<file path="config.mk">
export PLATFORM = sky130hd
export DESIGN_NAME = ram_dp_arbiter
export DESIGN_NICKNAME = d
export VERILOG_FILES = /design/src/rtl/ram_arb_pkg.sv /design/src/rtl/ram_dp_arbiter_rr_pick2.sv /design/src/rtl/ram_dp_arbiter.sv
export SDC_FILE = /design/constraint.sdc
export NUM_CORES = 1
export LEC_CHECK = 0
export ABC_AREA = 1
export CORE_AREA = 2 2 176 178
export CTS_CLUSTER_DIAMETER = 30
export DETAILED_ROUTE_END_ITERATION = 6
export DIE_AREA = 0 0 178 180
export GPL_TIMING_DRIVEN = 0
export HOLD_SLACK_MARGIN = 0.02
export PLACE_DENSITY_LB_ADDON = 0.25
export SKIP_CTS_REPAIR_TIMING = 1
export SLEW_MARGIN = 20
export SYNTH_ARGS = -nofsm -noshare
export SYNTH_HDL_FRONTEND = slang
export SYNTH_SLANG_ARGS = --single-unit
</file>
<file path="constraint.sdc">
create_clock -name clock -period 3.9 [get_ports clock]
set_input_delay 0.585 -clock clock [delete_from_list [all_inputs] [get_ports clock]]
set_output_delay 0.585 -clock clock [all_outputs]
set_load 0.05 [all_outputs]
</file>
<file path="src/rtl/ram_arb_pkg.sv">
// ram_arb_pkg: shared types and helpers for the dual-port RAM arbiter.
package ram_arb_pkg;
    typedef enum logic {PORT_A = 1'b0, PORT_B = 1'b1} port_e;
    localparam int MAX_REQ = 8;
    function automatic int id_width(input int n);
        return (n > 1) ? $clog2(n) : 1;
    endfunction
endpackage

</file>
<file path="src/rtl/ram_dp_arbiter_rr_pick2.sv">
// rr_pick2: picks the first two set bits of mask, scanning upward from ptr with wrap-around.
module rr_pick2 #(
    parameter int N  = 4,
    parameter int IW = 2
) (
    input  logic [N-1:0]  mask,
    input  logic [IW-1:0] ptr,
    output logic [N-1:0]  g0_oh,
    output logic [N-1:0]  g1_oh,
    output logic [IW-1:0] g0_idx,
    output logic [IW-1:0] g1_idx,
    output logic          g0_vld,
    output logic          g1_vld
);
    logic [IW-1:0] j;
    always_comb begin
        g0_vld = 1'b0;
        g1_vld = 1'b0;
        g0_idx = '0;
        g1_idx = '0;
        g0_oh  = '0;
        g1_oh  = '0;
        j      = '0;
        for (int k = 0; k < N; k++) begin
            j = IW'((int'(ptr) + k) % N);
            if (mask[j]) begin
                if (!g0_vld) begin
                    g0_vld   = 1'b1;
                    g0_idx   = j;
                    g0_oh[j] = 1'b1;
                end else if (!g1_vld) begin
                    g1_vld   = 1'b1;
                    g1_idx   = j;
                    g1_oh[j] = 1'b1;
                end
            end
        end
    end
endmodule

</file>
<file path="src/rtl/ram_dp_arbiter.sv">
// ram_dp_arbiter: grants up to two requesters per cycle onto a dual-port RAM and routes read data back.
// Define RAM_DP_ARBITER_FIXED_PRIO_EN for fixed priority (index 0 highest) instead of round-robin.
module ram_dp_arbiter
    import ram_arb_pkg::*;
#(
    parameter  int NUM_REQ    = 4,
    parameter  int DATA_WIDTH = 32,
    parameter  int DEPTH      = 16,
    localparam int ADDR_WIDTH = $clog2(DEPTH),
    localparam int BWEN_WIDTH = DATA_WIDTH / 8
) (
    input  logic                          clock,
    input  logic                          reset_n,
    input  logic [NUM_REQ-1:0]            req_valid,
    output logic [NUM_REQ-1:0]            req_ready,
    input  logic [NUM_REQ-1:0]            req_wen,
    input  logic [NUM_REQ*BWEN_WIDTH-1:0] req_bwen,
    input  logic [NUM_REQ*ADDR_WIDTH-1:0] req_addr,
    input  logic [NUM_REQ*DATA_WIDTH-1:0] req_din,
    output logic [NUM_REQ-1:0]            rsp_valid,
    output logic [NUM_REQ*DATA_WIDTH-1:0] rsp_data,
    output logic                          ram_cen,
    output logic                          ram_wen_a,
    output logic                          ram_wen_b,
    output logic [BWEN_WIDTH-1:0]         ram_bwen_a,
    output logic [BWEN_WIDTH-1:0]         ram_bwen_b,
    output logic [ADDR_WIDTH-1:0]         ram_addr_a,
    output logic [ADDR_WIDTH-1:0]         ram_addr_b,
    output logic [DATA_WIDTH-1:0]         ram_din_a,
    output logic [DATA_WIDTH-1:0]         ram_din_b,
    input  logic [DATA_WIDTH-1:0]         ram_dout_a,
    input  logic [DATA_WIDTH-1:0]         ram_dout_b
);
    localparam int IW = id_width(NUM_REQ);

    logic [IW-1:0]         ptr, g0_idx, g1_idx, rd_id_a, rd_id_b;
    logic [NUM_REQ-1:0]    g0_oh, g1_oh;
    logic                  g0_vld, g1_vld, conflict, gnt_a, gnt_b, rd_vld_a, rd_vld_b;
    logic [ADDR_WIDTH-1:0] addr_g0, addr_g1;

    rr_pick2 #(.N(NUM_REQ), .IW(IW)) u_pick (
        .mask   (req_valid),
        .ptr    (ptr),
        .g0_oh  (g0_oh),
        .g1_oh  (g1_oh),
        .g0_idx (g0_idx),
        .g1_idx (g1_idx),
        .g0_vld (g0_vld),
        .g1_vld (g1_vld)
    );

    assign addr_g0 = req_addr[g0_idx*ADDR_WIDTH +: ADDR_WIDTH];
    assign addr_g1 = req_addr[g1_idx*ADDR_WIDTH +: ADDR_WIDTH];
    // Same-address pairs involving a write are serialised so a following read sees the new data.
    assign conflict = g0_vld & g1_vld & (addr_g0 == addr_g1) & (req_wen[g0_idx] | req_wen[g1_idx]);
    assign gnt_a = reset_n & g0_vld;
    assign gnt_b = reset_n & g1_vld & ~conflict;

    assign req_ready  = (gnt_a ? g0_oh : '0) | (gnt_b ? g1_oh : '0);
    assign ram_cen    = gnt_a | gnt_b;
    assign ram_wen_a  = gnt_a & req_wen[g0_idx];
    assign ram_wen_b  = gnt_b & req_wen[g1_idx];
    assign ram_bwen_a = gnt_a ? req_bwen[g0_idx*BWEN_WIDTH +: BWEN_WIDTH] : '0;
    assign ram_bwen_b = gnt_b ? req_bwen[g1_idx*BWEN_WIDTH +: BWEN_WIDTH] : '0;
    assign ram_addr_a = gnt_a ? addr_g0 : '0;
    assign ram_addr_b = gnt_b ? addr_g1 : '0;
    assign ram_din_a  = gnt_a ? req_din[g0_idx*DATA_WIDTH +: DATA_WIDTH] : '0;
    assign ram_din_b  = gnt_b ? req_din[g1_idx*DATA_WIDTH +: DATA_WIDTH] : '0;

`ifdef RAM_DP_ARBITER_FIXED_PRIO_EN
    assign ptr = '0;
`else
    function automatic logic [IW-1:0] nxt(input logic [IW-1:0] i);
        return (int'(i) == NUM_REQ - 1) ? '0 : i + 1'b1;
    endfunction

    always_ff @(posedge clock or negedge reset_n) begin
        if (!reset_n) ptr <= '0;
        else if (gnt_b) ptr <= nxt(g1_idx);
        else if (gnt_a) ptr <= nxt(g0_idx);
    end
`endif

    always_ff @(posedge clock or negedge reset_n) begin
        if (!reset_n) begin
            rd_vld_a <= 1'b0;
            rd_vld_b <= 1'b0;
            rd_id_a  <= '0;
            rd_id_b  <= '0;
        end else begin
            rd_vld_a <= gnt_a & ~req_wen[g0_idx];
            rd_vld_b <= gnt_b & ~req_wen[g1_idx];
            rd_id_a  <= g0_idx;
            rd_id_b  <= g1_idx;
        end
    end

    for (genvar i = 0; i < NUM_REQ; i++) begin : g_rsp
        logic hit_a, hit_b;
        assign hit_a = rd_vld_a && (rd_id_a == IW'(i));
        assign hit_b = rd_vld_b && (rd_id_b == IW'(i));
        assign rsp_valid[i] = hit_a | hit_b;
        assign rsp_data[i*DATA_WIDTH +: DATA_WIDTH] = hit_a ? ram_dout_a : hit_b ? ram_dout_b : '0;
    end
endmodule

</file>
======== After elaboration in Yosys (flattened, before gate mapping) ========
Index checks and enable logic that the tools add are counted.
word-level totals
  register bits after elaboration ......... 8
  input bits .............................. 234
  output and inout bits ................... 219
  word-level logic and storage cells ...... 155
cells by class
  $add $sub $neg .......................... 5
  $lt $le $gt $ge ......................... 10
  equal/unequal tests ..................... 9
  shifts and indexed selects .............. 6
  multiplexer cells ....................... 80
  bitwise gates (word level) .............. 25
  reduce and logical (&&, ||, !) cells .... 15
operators with widths
  cell                                                               count
  2-to-1 mux 32 bit                                                  10
  indexed part select 128 x 8 -> 32 bit                              2
  2-to-1 mux 4 bit                                                   21
  indexed part select 16 x 5 -> 4 bit                                4
  2-to-1 mux 2 bit                                                   19
  OR 4 bit                                                           6
  2-to-1 mux 1 bit                                                   20
  less-than comparator 2 x 3 -> 1 bit, second input constant         6
  binary-select mux 1 bit (select 2 bit)                             6
  logical AND 1 bit                                                  12
  bitwise AND 1 bit                                                  10
  demux 1 bit (select 2 bit)                                         4
  equality test 2 x 1 -> 1 bit, second input constant                4
  equality test 2 bit, second input constant                         4
  greater-or-equal comparator 2 x 1 -> 1 bit, second input constant  4
  adder 2 x 1 -> 2 bit, second input constant                        3
  OR 1 bit                                                           6
  adder 2 bit, second input constant                                 2
  equality test 4 bit                                                1
  zero test 2 bit                                                    2
  NOT 1 bit                                                          3
  nonzero test 2 bit                                                 1

======== Logic depth before layout (Yosys ltp) ========
  depth in word-level cells ............... 19
  gate-level depth with buffers ........... 28
  depth with buffers taken out ............ 25

======== Modules after synthesis ========
A second synthesis with hierarchy kept.
second synthesis, totals
  cells, all modules ...................... 1039
  area total of the unflattened synthesis .. 5501.5 um2
by module, submodules not included
  module          instances  cells an instance  area each (um2)  seq. area each (um2)
  ram_dp_arbiter  1          911                4720.8           200.2
  rr_pick2        1          128                780.7            0.0

======== Worst setup path after synthesis ========
No wires, ideal clock.
  path kind ............................... reg-to-output
  start point ............................. register ptr[0]
  end point ............................... output port req_ready[0]
  data arrival time ....................... 3746 ps
  required time ........................... 3315 ps
  slack ................................... -431 ps
  cell stages (with the launch flop) ...... 21
  buffers on the path ..................... 3
  path through ............................ dfrtp_1 buf_6 inv_8 ha_1 inv_2 nand3_2 nand2_4 nand3_2 nand2_1 nand4_4 nand2_4 nand2_4 buf_6 o211ai_2 nand2_1 nand2_1 nand2_1 nand3_2 nand2_1 buf_6 o21ai_0
between the ends
  cells in the longest elaborated chain, start to end .. 19
  elaborated cells on any way between the ends .. 94
  those cells by class .................... 3 x add/sub; 8 x order compare; 1 x eq/ne; 2 x shift; 62 x mux; 14 x bitwise; 4 x reduce/logical
ends and longest elaborated chain
  element                                                        RTL line              RTL
  start: declaration                                             ram_dp_arbiter.sv:36  logic [IW-1:0] ptr, g0_idx, g1_idx, rd_id_a, rd_id_b;
  start signal: assignment                                       ram_dp_arbiter.sv:79  else if (gnt_b) ptr <= nxt(g1_idx);
  start signal: assignment                                       ram_dp_arbiter.sv:80  else if (gnt_a) ptr <= nxt(g0_idx);
  branches (longest 18 deep; another with adder 2 x 1 -> 2 bit)  -
  OR 4 bit *                                                     ram_dp_arbiter.sv:59  assign req_ready = (gnt_a ? g0_oh : '0) | (gnt_b ? g1_oh : '0);
  end: declaration                                               ram_dp_arbiter.sv:15  output logic [NUM_REQ-1:0] req_ready,
Mark *: on every way between the ends. The select of a mux whose other input is x is not followed.

======== Final worst setup path ========
  start point ............................. register ptr[0]
  end point ............................... output port ram_din_b[22]
between the ends
  cells in the longest elaborated chain, start to end .. 18
  elaborated cells on any way between the ends .. 52
  those cells by class .................... 3 x add/sub; 1 x eq/ne; 3 x shift; 38 x mux; 7 x bitwise
ends and longest elaborated chain
  element                                                        RTL line              RTL
  branches (longest 17 deep; another with adder 2 x 1 -> 2 bit)  -
  2-to-1 mux 32 bit *                                            ram_dp_arbiter.sv:68  assign ram_din_b = gnt_b ? req_din[g1_idx*DATA_WIDTH +: DATA_WIDTH] : '0;
  end: declaration                                               ram_dp_arbiter.sv:30  output logic [DATA_WIDTH-1:0] ram_din_b,
Marks and branches as above.

==> metrics <==
CP required=3.31 ns; sequential share of the synthesized area=3.57%; Setup Viol. Count Final=45; setup_tns=-7.11 ns; Fin. Hold Viols=0; Worst-path clk slew=0.04 ns; DP Worst Slack=-1.47 ns; first-pass GRT wire length=57.6 mm; maxcap violations=0; Critical Path Start Type=register; Avg WL per Cell=21.6 µm; nets@finish=1,769; GRT busiest layer=met2; Max-slew headroom=48.2%; CTS tree=built; Worst-Margin Slew=0.776 ns; met1 Use GR=27.8%; gr usage total=23.4%; crit path max fanout=7; synthesized area=5600 µm²; crit-path cells=buf_12 -> inv_16 -> ha_4 -> inv_4 -> nand3_4 -> nand2_8 -> nand2_8 -> inv_4 -> a21oi_4 -> nand4_4 -> buf_4 -> nand3_1 -> nand3_1 -> nand2_1 -> nand2_1 -> nand2_1 -> nor2_2 -> nand3_4 -> nand2_4 -> buf_12 -> buf_12 -> nor3_4 -> buf_6; fin worst setup slack=-0.256 ns; Clock Path Buffers=2; Root Driver=clkbuf_16; Yosys warnings=0; Post-synth EDFFs=0; largest net degree at the start of global routing=12; DR iter-0 viols=565; failing checks=negative setup slack; M3 GR Usage=5.12%; Max Clock Freq=241 MHz; hold_ws=0.682 ns; vias in the first global route=9,043; met2 GRT Util=41.2%; share of cells above drive strength 1=22.7%; die area=32,000 µm²; Cell Rows=64; Area growth syn-to-layout=114%; Initial Util=18.6%; kind of end point of the critical path=output port; initial antenna violation count=1; Crit Path Category=register to output port; Port-buffer cells=452; vias per std cell=5.07; Final Critical Period=4.16 ns; HP Class=register to register; Syn Inst Count=1,020; Final Skew=0.00848 ns; status=complete, but fails checks; core area=30,200 µm²; I/O pin cnt=453; drt total wl=41.5 mm; synth unique cells=42; via count=9,753; Final Cycle Share=107%; Synthesized Nets=1,261; antenna diode count=0; CTS Buf Count=3; RSZ-0062 raised after global routing=yes; Congestion Overflow GR=0; Synth Area per Inst=5.49 µm²; async set or reset register ratio after synthesis=100%; Post-synth top flop=dfrtp_1; Slowest-stage cell, CP=dfrtp_2; # DRC=0; Die H=180 µm; synthesis-stage register bit count=8; antenna-violating nets left=0; CP Data Arrival Time=3.57 ns; DRT Pass-1 Iters=5; Final Wtd Congestion=0.940; htree depth=1; Slew Limit Fails=0; Layout Utilization=39.8%; crit-path max cell delay=0.38 ns; CTS sink cnt=8; Worst-Skew Late Latency=0.23 ns; Final HPWL DP=32.6 mm; width of the chip=178 µm
-- cell type report --
class | instances | area [µm²]
Buffer | 84 | 557
Clock buffer | 3 | 75.1
Fill cell | 3206 | 18200
Inverter | 188 | 732
Multi-Input combinational cell | 741 | 4980
Sequential cell | 8 | 203
Tap cell | 396 | 495
Timing Repair Buffer | 502 | 4970
-- stage by stage --
step | area [µm²] | std cells
6_report | 12000 | 1922
5_1_grt | 12000 | 1922
4_1_cts | 11100 | 1871
3_5_place_dp | 11000 | 1868
3_3_place_gp | 11000 | 1868
2_1_floorplan | 5980 | 1020
-- worst paths after layout --
path                               startpoint                 end  slack, ns  cells past startpoint
max                        ptr[0]$_DFFE_PN0P_       ram_din_b[22]      -0.26                     23
min                        ptr[1]$_DFFE_PN0P_  ptr[1]$_DFFE_PN0P_       0.68                      3
max reg2reg                ptr[0]$_DFFE_PN0P_  ptr[0]$_DFFE_PN0P_       0.68                     25
min reg2reg                ptr[1]$_DFFE_PN0P_  ptr[1]$_DFFE_PN0P_       0.68                      3
max in group asynchronous             reset_n  ptr[1]$_DFFE_PN0P_       2.77                      1
min in group asynchronous             reset_n  ptr[0]$_DFFE_PN0P_       0.72                      1
-- sequential cells by signal (all words and copies together) (netlist names) --
signal / flops
rd_id_b: 2
rd_id_a: 2
ptr: 2
rd_vld_b: 1
rd_vld_a: 1
-- synthesized netlist by cell type, types with 3 or more instances --
cell type	instances	area [µm²]
nor3_1	44	220
buf_6	5	56.3
o21ai_0	118	591
dfrtp_1	8	200
o211ai_1	6	45.0
inv_2	7	26.3
inv_1	179	672
clkbuf_1	65	244
buf_2	8	40.0
nand2_1	103	387
nor2_1	57	214
nand3b_1	3	22.5
nand2_4	8	90.1
nand2_2	8	50.1
nand3_2	8	80.1
a21oi_1	115	576
ha_1	7	87.6
nand3_1	41	205
nand3_4	5	87.6
a211oi_1	36	270
nor3_2	30	300
o22ai_1	130	813
buf_8	3	45.0
-- placed cells by master (no fill, tap or decap), types with 11 or more instances in the layout --
cell,n
clkdlybuf4s50_1,362
inv_1,174
o22ai_1,130
o21ai_0,111
a21oi_1,105
nand2_1,90
nor2_1,54
buf_6,53
buf_4,46
clkbuf_1,37
nor3_2,36
nand3_1,35
clkbuf_2,34
a211oi_1,34
nor3_4,33
clkbuf_4,15
nand2_2,14
buf_2,14
nand2_4,11
-- critical path, delay by kind of cell, from the launching register on --
kind,cells,cell delay [ns]
AO/OA/AOI/OAI,1,0.16
adder cells (fa/ha/maj),1,0.31
flip-flops,1,0.38
AND/OR/NAND/NOR,13,1.43
buffers and inverters,8,1.01
-- routing by layer --
metal  vias up  share of wire (%)
li1       4587                  -
met1      4506                 38
met2       588                 50
met3        70                9.5
met4         2                3.1
met5         -              0.031
-- logic make-up (layout without fill, tap and decap cells) --
| family | after synthesis | count (layout) | synth area share (%) |
|---|---|---|---|
| fa+ha+maj | 7 | 7 | 1.56 |
| buf+inv | 272 | 777 | 19.9 |
| xor+xnor | 1 | 1 | 0.156 |
| compound gates | 419 | 419 | 43.5 |
| flops | 8 | 8 | 3.57 |
| simple gates | 313 | 314 | 31.3 |
Power is left out: the tool's default activity adds up to more than one toggle a clock period on the data nets, which glitch-free logic cannot reach.
